## src/rtl/wb_multi_lane.sv

```systemverilog
// Purpose: N-lane write-back stage; captures per-lane results, drives per-lane register-file write and bypass ports.
// Latency: data captured at one edge is written and bypassed in the following cycle while SENDING with the register file ready.
// Backpressure: regFileWriteReady=0 in SENDING stalls: no writes, no bypass, counter holds, curPipReadyToRcv drops.
module wb_multi_lane #(
   parameter int XLEN    = 32,
   parameter int REG_IDX = 5,
   parameter int LANES   = 2,
   parameter int CNT_W   = 32
) (
   input  logic                       clk,
   input  logic                       rst,
   input  logic                       startSig,
   input  logic                       beforePipReadyToSend,
   input  logic                       nextPipReadyToRcv,
   input  logic                       regFileWriteReady,
   input  logic [LANES-1:0]           wb_valid,
   input  logic [LANES*REG_IDX-1:0]   wb_idx,
   input  logic [LANES*XLEN-1:0]      wb_val,
   input  logic [LANES-1:0]           wb_en_valid,
   input  logic [LANES-1:0]           wb_en_idx,
   input  logic [LANES-1:0]           wb_en_data,
   output logic                       curPipReadyToRcv,
   output logic                       curPipReadyToSend,
   output logic [LANES*REG_IDX-1:0]   bp_idx,
   output logic [LANES*XLEN-1:0]      bp_val,
   output logic [LANES*REG_IDX-1:0]   regFileWriteIdx,
   output logic [LANES*XLEN-1:0]      regFileWriteVal,
   output logic [LANES-1:0]           regFileWriteEn,
   output logic [CNT_W-1:0]           commitCount
);

   localparam logic [1:0] IDLE     = 2'd0;
   localparam logic [1:0] WAIT_BEF = 2'd1;
   localparam logic [1:0] SENDING  = 2'd2;

   logic [1:0]               state_q;
   logic [1:0]               state_d;
   logic [LANES-1:0]         cap_valid;
   logic [LANES*REG_IDX-1:0] cap_idx;
   logic [LANES*XLEN-1:0]    cap_val;
   logic [LANES-1:0]         cand;
   logic [LANES-1:0]         eff;
   logic [CNT_W-1:0]         pop;
   logic [CNT_W-1:0]         cnt_q;
   logic                     send_now;

   // Per-field capture: each lane field loads only under its own enable, whatever the state.
   always_ff @(posedge clk or negedge rst) begin
      if (!rst) begin
         cap_valid <= '0;
         cap_idx   <= '0;
         cap_val   <= '0;
      end else begin
         for (int k = 0; k < LANES; k++) begin
            if (wb_en_valid[k]) cap_valid[k] <= wb_valid[k];
            if (wb_en_idx[k])   cap_idx[k*REG_IDX +: REG_IDX] <= wb_idx[k*REG_IDX +: REG_IDX];
            if (wb_en_data[k])  cap_val[k*XLEN +: XLEN] <= wb_val[k*XLEN +: XLEN];
         end
      end
   end

   // Next-state logic for the IDLE / WAIT_BEF / SENDING handshake.
   always_comb begin
      state_d = state_q;
      case (state_q)
         IDLE: begin
            if (startSig) state_d = beforePipReadyToSend ? SENDING : WAIT_BEF;
         end
         WAIT_BEF: begin
            state_d = beforePipReadyToSend ? SENDING : WAIT_BEF;
         end
         SENDING: begin
            if (regFileWriteReady && nextPipReadyToRcv)
               state_d = beforePipReadyToSend ? SENDING : WAIT_BEF;
         end
         default: state_d = IDLE;
      endcase
   end

   // State register.
   always_ff @(posedge clk or negedge rst) begin
      if (!rst) state_q <= IDLE;
      else      state_q <= state_d;
   end

   assign send_now          = (state_q == SENDING) && regFileWriteReady;
   assign curPipReadyToSend = send_now;
   assign curPipReadyToRcv  = (state_q == WAIT_BEF) || (send_now && nextPipReadyToRcv);

   // Candidate lanes, then drop any lane shadowed by a younger (higher) lane writing the same index.
   always_comb begin
      cand = '0;
      eff  = '0;
      for (int k = 0; k < LANES; k++) begin
         cand[k] = send_now && cap_valid[k] && (cap_idx[k*REG_IDX +: REG_IDX] != '0);
      end
      for (int k = 0; k < LANES; k++) begin
         eff[k] = cand[k];
         for (int j = k + 1; j < LANES; j++) begin
            if (cand[j] && (cap_idx[j*REG_IDX +: REG_IDX] == cap_idx[k*REG_IDX +: REG_IDX]))
               eff[k] = 1'b0;
         end
      end
   end

   // Bypass carries only the lanes that actually commit; everything else reads as zero.
   always_comb begin
      bp_idx = '0;
      bp_val = '0;
      for (int k = 0; k < LANES; k++) begin
         if (eff[k]) begin
            bp_idx[k*REG_IDX +: REG_IDX] = cap_idx[k*REG_IDX +: REG_IDX];
            bp_val[k*XLEN +: XLEN]       = cap_val[k*XLEN +: XLEN];
         end
      end
   end

   assign regFileWriteEn  = eff;
   assign regFileWriteIdx = cap_idx;
   assign regFileWriteVal = cap_val;

   // Number of lanes committing this cycle.
   always_comb begin
      pop = '0;
      for (int k = 0; k < LANES; k++) begin
         pop = pop + CNT_W'(eff[k]);
      end
   end

   // Committed-write counter; wraps silently at 2^CNT_W.
   always_ff @(posedge clk or negedge rst) begin
      if (!rst) cnt_q <= '0;
      else      cnt_q <= cnt_q + pop;
   end

   assign commitCount = cnt_q;

endmodule

```

## config.mk

```make
export PLATFORM = sky130hd
export DESIGN_NAME = wb_multi_lane
export DESIGN_NICKNAME = d
export VERILOG_FILES = /design/src/rtl/wb_multi_lane.sv
export SDC_FILE = /design/constraint.sdc
export NUM_CORES = 1
export LEC_CHECK = 0
export ABC_AREA = 1
export CORE_MARGIN = 8
export CORE_UTILIZATION = 40
export DETAILED_ROUTE_END_ITERATION = 16
export MAX_ROUTING_LAYER = met4
export PLACE_DENSITY_LB_ADDON = 0.25
export REMOVE_ABC_BUFFERS = 1
export SYNTH_ARGS = -nofsm -noshare
export SYNTH_HDL_FRONTEND = slang
export SYNTH_SLANG_ARGS = --single-unit
```

## constraint.sdc

```tcl
create_clock -name clk -period 3.48 [get_ports clk]
set_input_delay 0.522 -clock clk [delete_from_list [all_inputs] [get_ports clk]]
set_output_delay 0.522 -clock clk [all_outputs]
set_load 0.02 [all_outputs]
```

==> results of run 1 <==
-- where the power goes --
group          total, W  leakage (nW)  switching, W  internal, W
combinational   0.00104          2.23      0.000569     0.000469
clock           0.00101         0.142      0.000463     0.000543
sequential      0.00149          1.38     0.0000893      0.00140
-- sequential cells by signal, indices dropped and copies added (netlist names) --
register	cells
state_q	2
cap_valid	2
regFileWriteVal	64
commitCount	32
regFileWriteIdx	10
-- worst min path at each step --
stage / startpoint / endpoint / slack [ns]
floorplan: rst / cap_valid[0]$_DFFE_PN0P_ / 0.23
global placement: commitCount[31]$_DFF_PN0_ / commitCount[31]$_DFF_PN0_ / 0.48
detailed placement: commitCount[31]$_DFF_PN0_ / commitCount[31]$_DFF_PN0_ / 0.49
CTS: rst / cap_valid[1]$_DFFE_PN0P_ / 0.18
global route: rst / cap_valid[1]$_DFFE_PN0P_ / 0.20
finish: rst / cap_valid[1]$_DFFE_PN0P_ / 0.17
-- cell families (layout without fill, tap and decap cells) --
logic type,count (synthesis),after routing,synth area share [%]
xor+xnor,24,24,4.10
compound gates,79,79,7.78
fa+ha+maj,2,2,0.634
simple gates,300,300,24.1
buf+inv,122,389,9.34
mux,2,2,0.439
flops,110,110,53.6
other cells,0,4,0
-- layout make-up --
class                   instances  area (sq um)
fillers                      1118          4300
flip-flops and latches        110          2750
repair buffers                274          2740
multi-input cells             407          1900
inverters                      99           372
clock buffers                  13           270
well taps                     172           215
clock inverters                 3          17.5
diodes                          4          10.0
-- layout by cell type, fill, tap and decap left out, types with 3 or more instances in the layout --
master	instances
nand3_1	11
clkbuf_16	9
clkdlybuf4s50_1	268
nor2_2	15
buf_4	3
o21ai_0	77
xor2_1	15
inv_1	96
diode_2	4
xnor2_1	9
nor3_1	4
nand2_1	160
nor2_1	97
dfrtp_1	110
nand3b_1	7
clkbuf_8	3
-- metrics by stage --
stage | total power (W) | utilization [%] | cell area (sq um) | setup WS [ns] | cells
floorplan | 0.00195 | - | 5020 | 0.537 | 616
global placement | 0.00255 | 63.5 | 7980 | 0.308 | 1062
detailed placement | 0.00256 | 63.5 | 7980 | 0.234 | 1062
CTS | 0.00357 | 65.7 | 8260 | 0.252 | 1078
global route | 0.00370 | 65.8 | 8270 | 0.157 | 1082
finish | 0.00353 | 65.8 | 8270 | 0.258 | 1082
-- metal layers --
layer  global-route usage (%)  vias up
met5                        -        -
met3                     6.24       20
met4                     8.43        0
met2                     35.4      169
met1                     24.5     2290
li1                         -     2465
-- worst register-to-register path, delay by kind of cell, from the launching register on --
family | cells | cell delay (ns)
AND/OR/NAND/NOR | 10 | 1.15
adder cells (fa/ha/maj) | 2 | 0.58
flip-flops | 1 | 0.40
buffers and inverters | 3 | 0.27
AO/OA/AOI/OAI | 1 | 0.19
==> run summary, run 1 <==
Status - finished clean
Asr flop ratio synth - 100%
Final period utilization - 92.6%
Crit. End Element - output port
Met2 WL - 8.85 mm
Reg-to-reg slack, setup - 0.79 ns
Cells along the critical path - clkdlybuf4s50_1 -> nand4_2 -> nor2_2 -> nand3_1 -> nand2_2 -> buf_4 -> nor2_1 -> clkdlybuf4s50_1
Yosys reg bits - 110
Sequential share of the synthesized area - 53.6%
Share of the synthesized area in the top cell type - 53.6%
Drt pass-1 iters - 4
Avg Cell Area, Syn - 8.03 sq um
Wire length on met3 - 1.53 mm
Gr usage total - 21.6%
Root Buffer - clkbuf_16
Critical path fanouts, max - 38
Post-Synthesis Cell Area - 5130 sq um
Worst rel slew slack - 35.9%
Aggregate global routing overflow - 0
Total CTS buffers - 9
Final #Nets - 991
Post-CTS Setup Bufs - 0
Finish-stage setup viols - 0
Worst path slowest cell - clkdlybuf4s50_1
Met1 Wirelength - 7.14 mm
Max-slew violation count - 0
DRC viols - 0
Buf+Inv Stages, Crit Path - 3
P&R area growth vs syn - 61.2%
Max-cap violation count - 0
Ranking of synthesized cells by area - dfrtp_1 (54%), nand2_1 (12%), o21ai_0 (7.5%)
CTS Sinks - 110
Fmax - 0.310 GHz
Final hold slack - 0.168 ns
Post_cts resized - 0
Total wire length - 17.9 mm
Hold WC Path Type - input pin to async pin
Vias/cell - 4.57
Crit-path max cell delay - 0.56 ns
Post-synth top area cell - dfrtp_1
Core Area - 12600 sq um
Initial antenna violation count - 4
Cell class contributing the biggest share of worst-path delay - buffers and inverters
FF-to-FF End - commitCount[26]$_DFF_PN0_
CP endpoint - bp_val[3]
Clock-pin transition on the worst setup and hold timing paths - 0.06 ns
Post-Route Setup TNS - 0 ns
Setup Skew - 0.00841 ns
PwrDens - 427 nW/um^2
Worst EP arrival - 2.70 ns
Initial core utilization - 40.8%
Crit path depth - 8
R2R cell count - 16
Count leader, synth - nand2_1
Most frequent cells after synthesis - nand2_1 (160), dfrtp_1 (110), nor2_1 (97)
I/O pins - 272
Clock Tree Buf Depth - 2
Via count - 4944
CTS Hold Buffers Added - 0
Die width - 129 um
RSZ-0062 raised after global routing - no
CTS H-tree depth - 3
Worst vdd ir - 0.000277 V
TritonCTS clock tree - done
Top sig layer - met4
Vias in the first global route - 4788
Maximum number of pins on one net before global-route repair - 69
First-pass GRT wire length - 26.8 mm
Ratio of cells with drive above 1 in the final layout - 4.75%
CP startpoint kind - input pin
FP Rows - 41
Final Hold Viols - 0
Avg WL per Cell - 16.6 um
Actual slew at the worst max-slew pin - 0.961 ns
Synth Flop Type - dfrtp_1
DRT antenna net count - 0
Post-DP HPWL - 14.1 mm
Post-layout min period - 3.22 ns
IO buf count - 271
Leak - 3.75 nW
Die Y - 129 um
EDFF count, synth - 0
Number of synthesis warnings - 0
Routability cong. - 0.874
Synth Instances - 639
Worst-skew pair later-pin latency - 0.35 ns
Die area - 16700 sq um
Critical R2R Launch - state_q[0]$_DFFE_PN0P_
Starting DRT DRC Count - 288
CP most frequent cell - clkdlybuf4s50_1
Crit Path Category - input pin to output port
CP Data Required Time - 2.96 ns
Worst Setup SP - regFileWriteReady
Count of cell types in the netlist - 27
Note: power is estimated with default switching activity, not from simulation.
==> inputs of run 2 (changes only) <==
Settings changed: CAP_MARGIN from default to 25, GPL_ROUTABILITY_DRIVEN from default to 0.
==> results of run 2 <==
No change in the layout: final DEF, timing and power equal those of run 1.
==> inputs of run 3 (changes only) <==
Settings changed: CELL_PAD_IN_SITES_DETAIL_PLACEMENT from default to 0, CELL_PAD_IN_SITES_GLOBAL_PLACEMENT from default to 1, CORE_UTILIZATION 40 to 27.
==> run summary, run 3 (synthesis gave the netlist of run 1 again) <==
Crit Path Category - input pin to output port (unchanged)
Crit-path max cell delay - 0.57 ns (was 0.56 ns)
Fmax - 0.313 GHz (was 0.310 GHz)
Max-slew violation count - 0 (unchanged)
IO buf count - 271 (unchanged)
Die width - 154 um (was 129 um)
Gr usage total - 15.9% (was 21.6%)
Total wire length - 18.4 mm (was 17.9 mm)
Worst-skew pair later-pin latency - 0.35 ns (about the same)
Commonest non-fill, non-tap cell in the layout - clkdlybuf4s50_1 (unchanged)
Reg-to-reg slack, setup - 0.79 ns (about the same)
Ratio of cells with drive above 1 in the final layout - 4.63% (was 4.75%)
Initial antenna violation count - 0 (was 4)
R2R cell count - 16 (unchanged)
Max-cap violation count - 0 (unchanged)
CTS H-tree depth - 3 (unchanged)
FF-to-FF End - commitCount[26]$_DFF_PN0_ (unchanged)
Vias/cell - 4.30 (was 4.57)
First-pass GRT wire length - 28.8 mm (was 26.8 mm)
Root Buffer - clkbuf_16 (unchanged)
Total CTS buffers - 9 (unchanged)
Worst Setup SP - regFileWriteReady (unchanged)
Actual slew at the worst max-slew pin - 0.984 ns (was 0.961 ns)
Status - finished clean (unchanged)
TritonCTS clock tree - done (unchanged)
Starting DRT DRC Count - 273 (was 288)
Pre-CTS WS - 0.230 ns (was 0.234 ns)
Worst EP arrival - 2.67 ns (was 2.70 ns)
Cells along the critical path - clkdlybuf4s50_1 -> nand4_2 -> nor2_2 -> nand3_1 -> nand2_2 -> buf_4 -> nor2_1 -> clkdlybuf4s50_1 (unchanged)
CTS Hold Buffers Added - 0 (unchanged)
Via count - 4904 (was 4944)
Hold WC Path Type - input pin to async pin (unchanged)
FP Rows - 50 (was 41)
# placed instances - 1125 (was 1062)
I/O pins - 272 (unchanged)
Drt pass-1 iters - 4 (unchanged)
Vias in the first global route - 5032 (was 4788)
Final Hold Viols - 0 (unchanged)
Max reg flops - 64 (unchanged)
Clock-pin transition on the worst setup and hold timing paths - 0.07 ns (was 0.06 ns)
Post-DP HPWL - 14.2 mm (was 14.1 mm)
Setup Skew - 0.00822 ns (was 0.00841 ns)
Final period utilization - 91.7% (was 92.6%)
Most frequent cells in the layout - clkdlybuf4s50_1 (268), nand2_1 (160), dfrtp_1 (110) (unchanged)
Avg WL per Cell - 16.1 um (was 16.6 um)
RSZ-0062 raised after global routing - no (unchanged)
Worst rel slew slack - 34.4% (was 35.9%)
Critical path fanouts, max - 32 (was 38)
Worst Slack Setup Final - 0.289 ns (was 0.258 ns)
Post_cts resized - 0 (unchanged)
Post-layout min period - 3.19 ns (was 3.22 ns)
Critical R2R Launch - regFileWriteIdx[6]$_DFFE_PN0P_ (was state_q[0]$_DFFE_PN0P_)
Crit. End Element - output port (unchanged)
Post-Route Setup TNS - 0 ns (unchanged)
Aggregate global routing overflow - 0 (unchanged)
Worst vdd ir - 0.000209 V (was 0.000277 V)
Leak - 3.73 nW (was 3.75 nW)
Clock Tree Buf Depth - 2 (unchanged)
Number of fill cells - 1903 (was 1118)
Finish-stage setup viols - 0 (unchanged)
Die area - 23700 sq um (was 16700 sq um)
Die Y - 154 um (was 129 um)
PwrDens - 420 nW/um^2 (was 427 nW/um^2)
Maximum number of pins on one net before global-route repair - 111 (was 69)
CTS Sinks - 110 (unchanged)
Final #Nets - 992 (was 991)
N_diodes - 0 (was 4)
P&R area growth vs syn - 62.3% (was 61.2%)
Initial core utilization - 27.4% (was 40.8%)
Cell Count, Final, Fillers Out - 1141 (was 1082)
Core Area - 18700 sq um (was 12600 sq um)
CP Data Required Time - 2.96 ns (about the same)
CP startpoint kind - input pin (unchanged)
Final hold slack - 0.222 ns (was 0.168 ns)
Worst path slowest cell - clkdlybuf4s50_1 (unchanged)
CP most frequent cell - clkdlybuf4s50_1 (unchanged)
DRC viols - 0 (unchanged)
DRT antenna net count - 0 (unchanged)
Post-CTS Setup Bufs - 0 (unchanged)
## run 3: cell types whose count changed in the layout (fill, tap and decap cells not counted)
cell and change:
clkbuf_1 +2, diode_2 -4, clkinvlp_4 +1, buf_4 +1, clkbuf_8 -2, clkinv_2 -1
## run 3: layout make-up
| cell class | count | area (sq um) | area share, % |
|---|---|---|---|
| clock buffer | 13 | 250 | 3.00 |
| clock inverter | 3 | 20.0 | 0.240 |
| inverter | 99 | 372 | 4.46 |
| multi-input combinational | 407 | 1900 | 22.8 |
| sequential | 110 | 2750 | 33.0 |
| tap | 234 | 293 | 3.51 |
| timing repair buffer | 275 | 2740 | 32.9 |
## run 3: worst max-delay path: cells and delay by family
kind                   cells  cell delay [ns]
buffers and inverters      3             1.47
AND/OR/NAND/NOR            5             0.64
## run 3: metal layers
| layer | track usage [%] | routed length [um] | vias to the layer above |
|---|---|---|---|
| met1 | 20.5 | 8640 | 2231 |
| met2 | 23.5 | 8000 | 192 |
| met5 | - | 0 | - |
| li1 | - | - | 2469 |
| met3 | 5.33 | 1570 | 12 |
| met4 | 4.20 | 212 | 0 |
## run 3: how the worst max path moves through the flow
| stage | endpoint | slack [ns] | depth (start not counted) |
|---|---|---|---|
| final | bp_val[12] | 0.29 | 8 |
| after global routing | bp_val[0] | 0.14 | 8 |
| after CTS | bp_val[13] | 0.26 | 8 |
| after detailed placement | commitCount[26]$_DFF_PN0_ | 0.23 | 16 |
| after global placement | bp_val[12] | 0.28 | 8 |
| after floorplan | commitCount[26]$_DFF_PN0_ | 0.54 | 15 |
## run 3: stage by stage
| stage | total power (W) | cell area (sq um) | utilization [%] |
|---|---|---|---|
| floorplan | 0.00195 | 5020 | - |
| global placement | 0.00257 | 8060 | 43.1 |
| detailed placement | 0.00257 | 8060 | 43.1 |
| CTS | 0.00357 | 8330 | 44.5 |
| global route | 0.00371 | 8330 | 44.5 |
| finish | 0.00350 | 8330 | 44.5 |
## run 3: power breakdown
group          switching, W  leakage (nW)  internal, W
Combinational      0.000561          2.23     0.000470
Clock              0.000470         0.126     0.000506
Sequential        0.0000951          1.38      0.00140
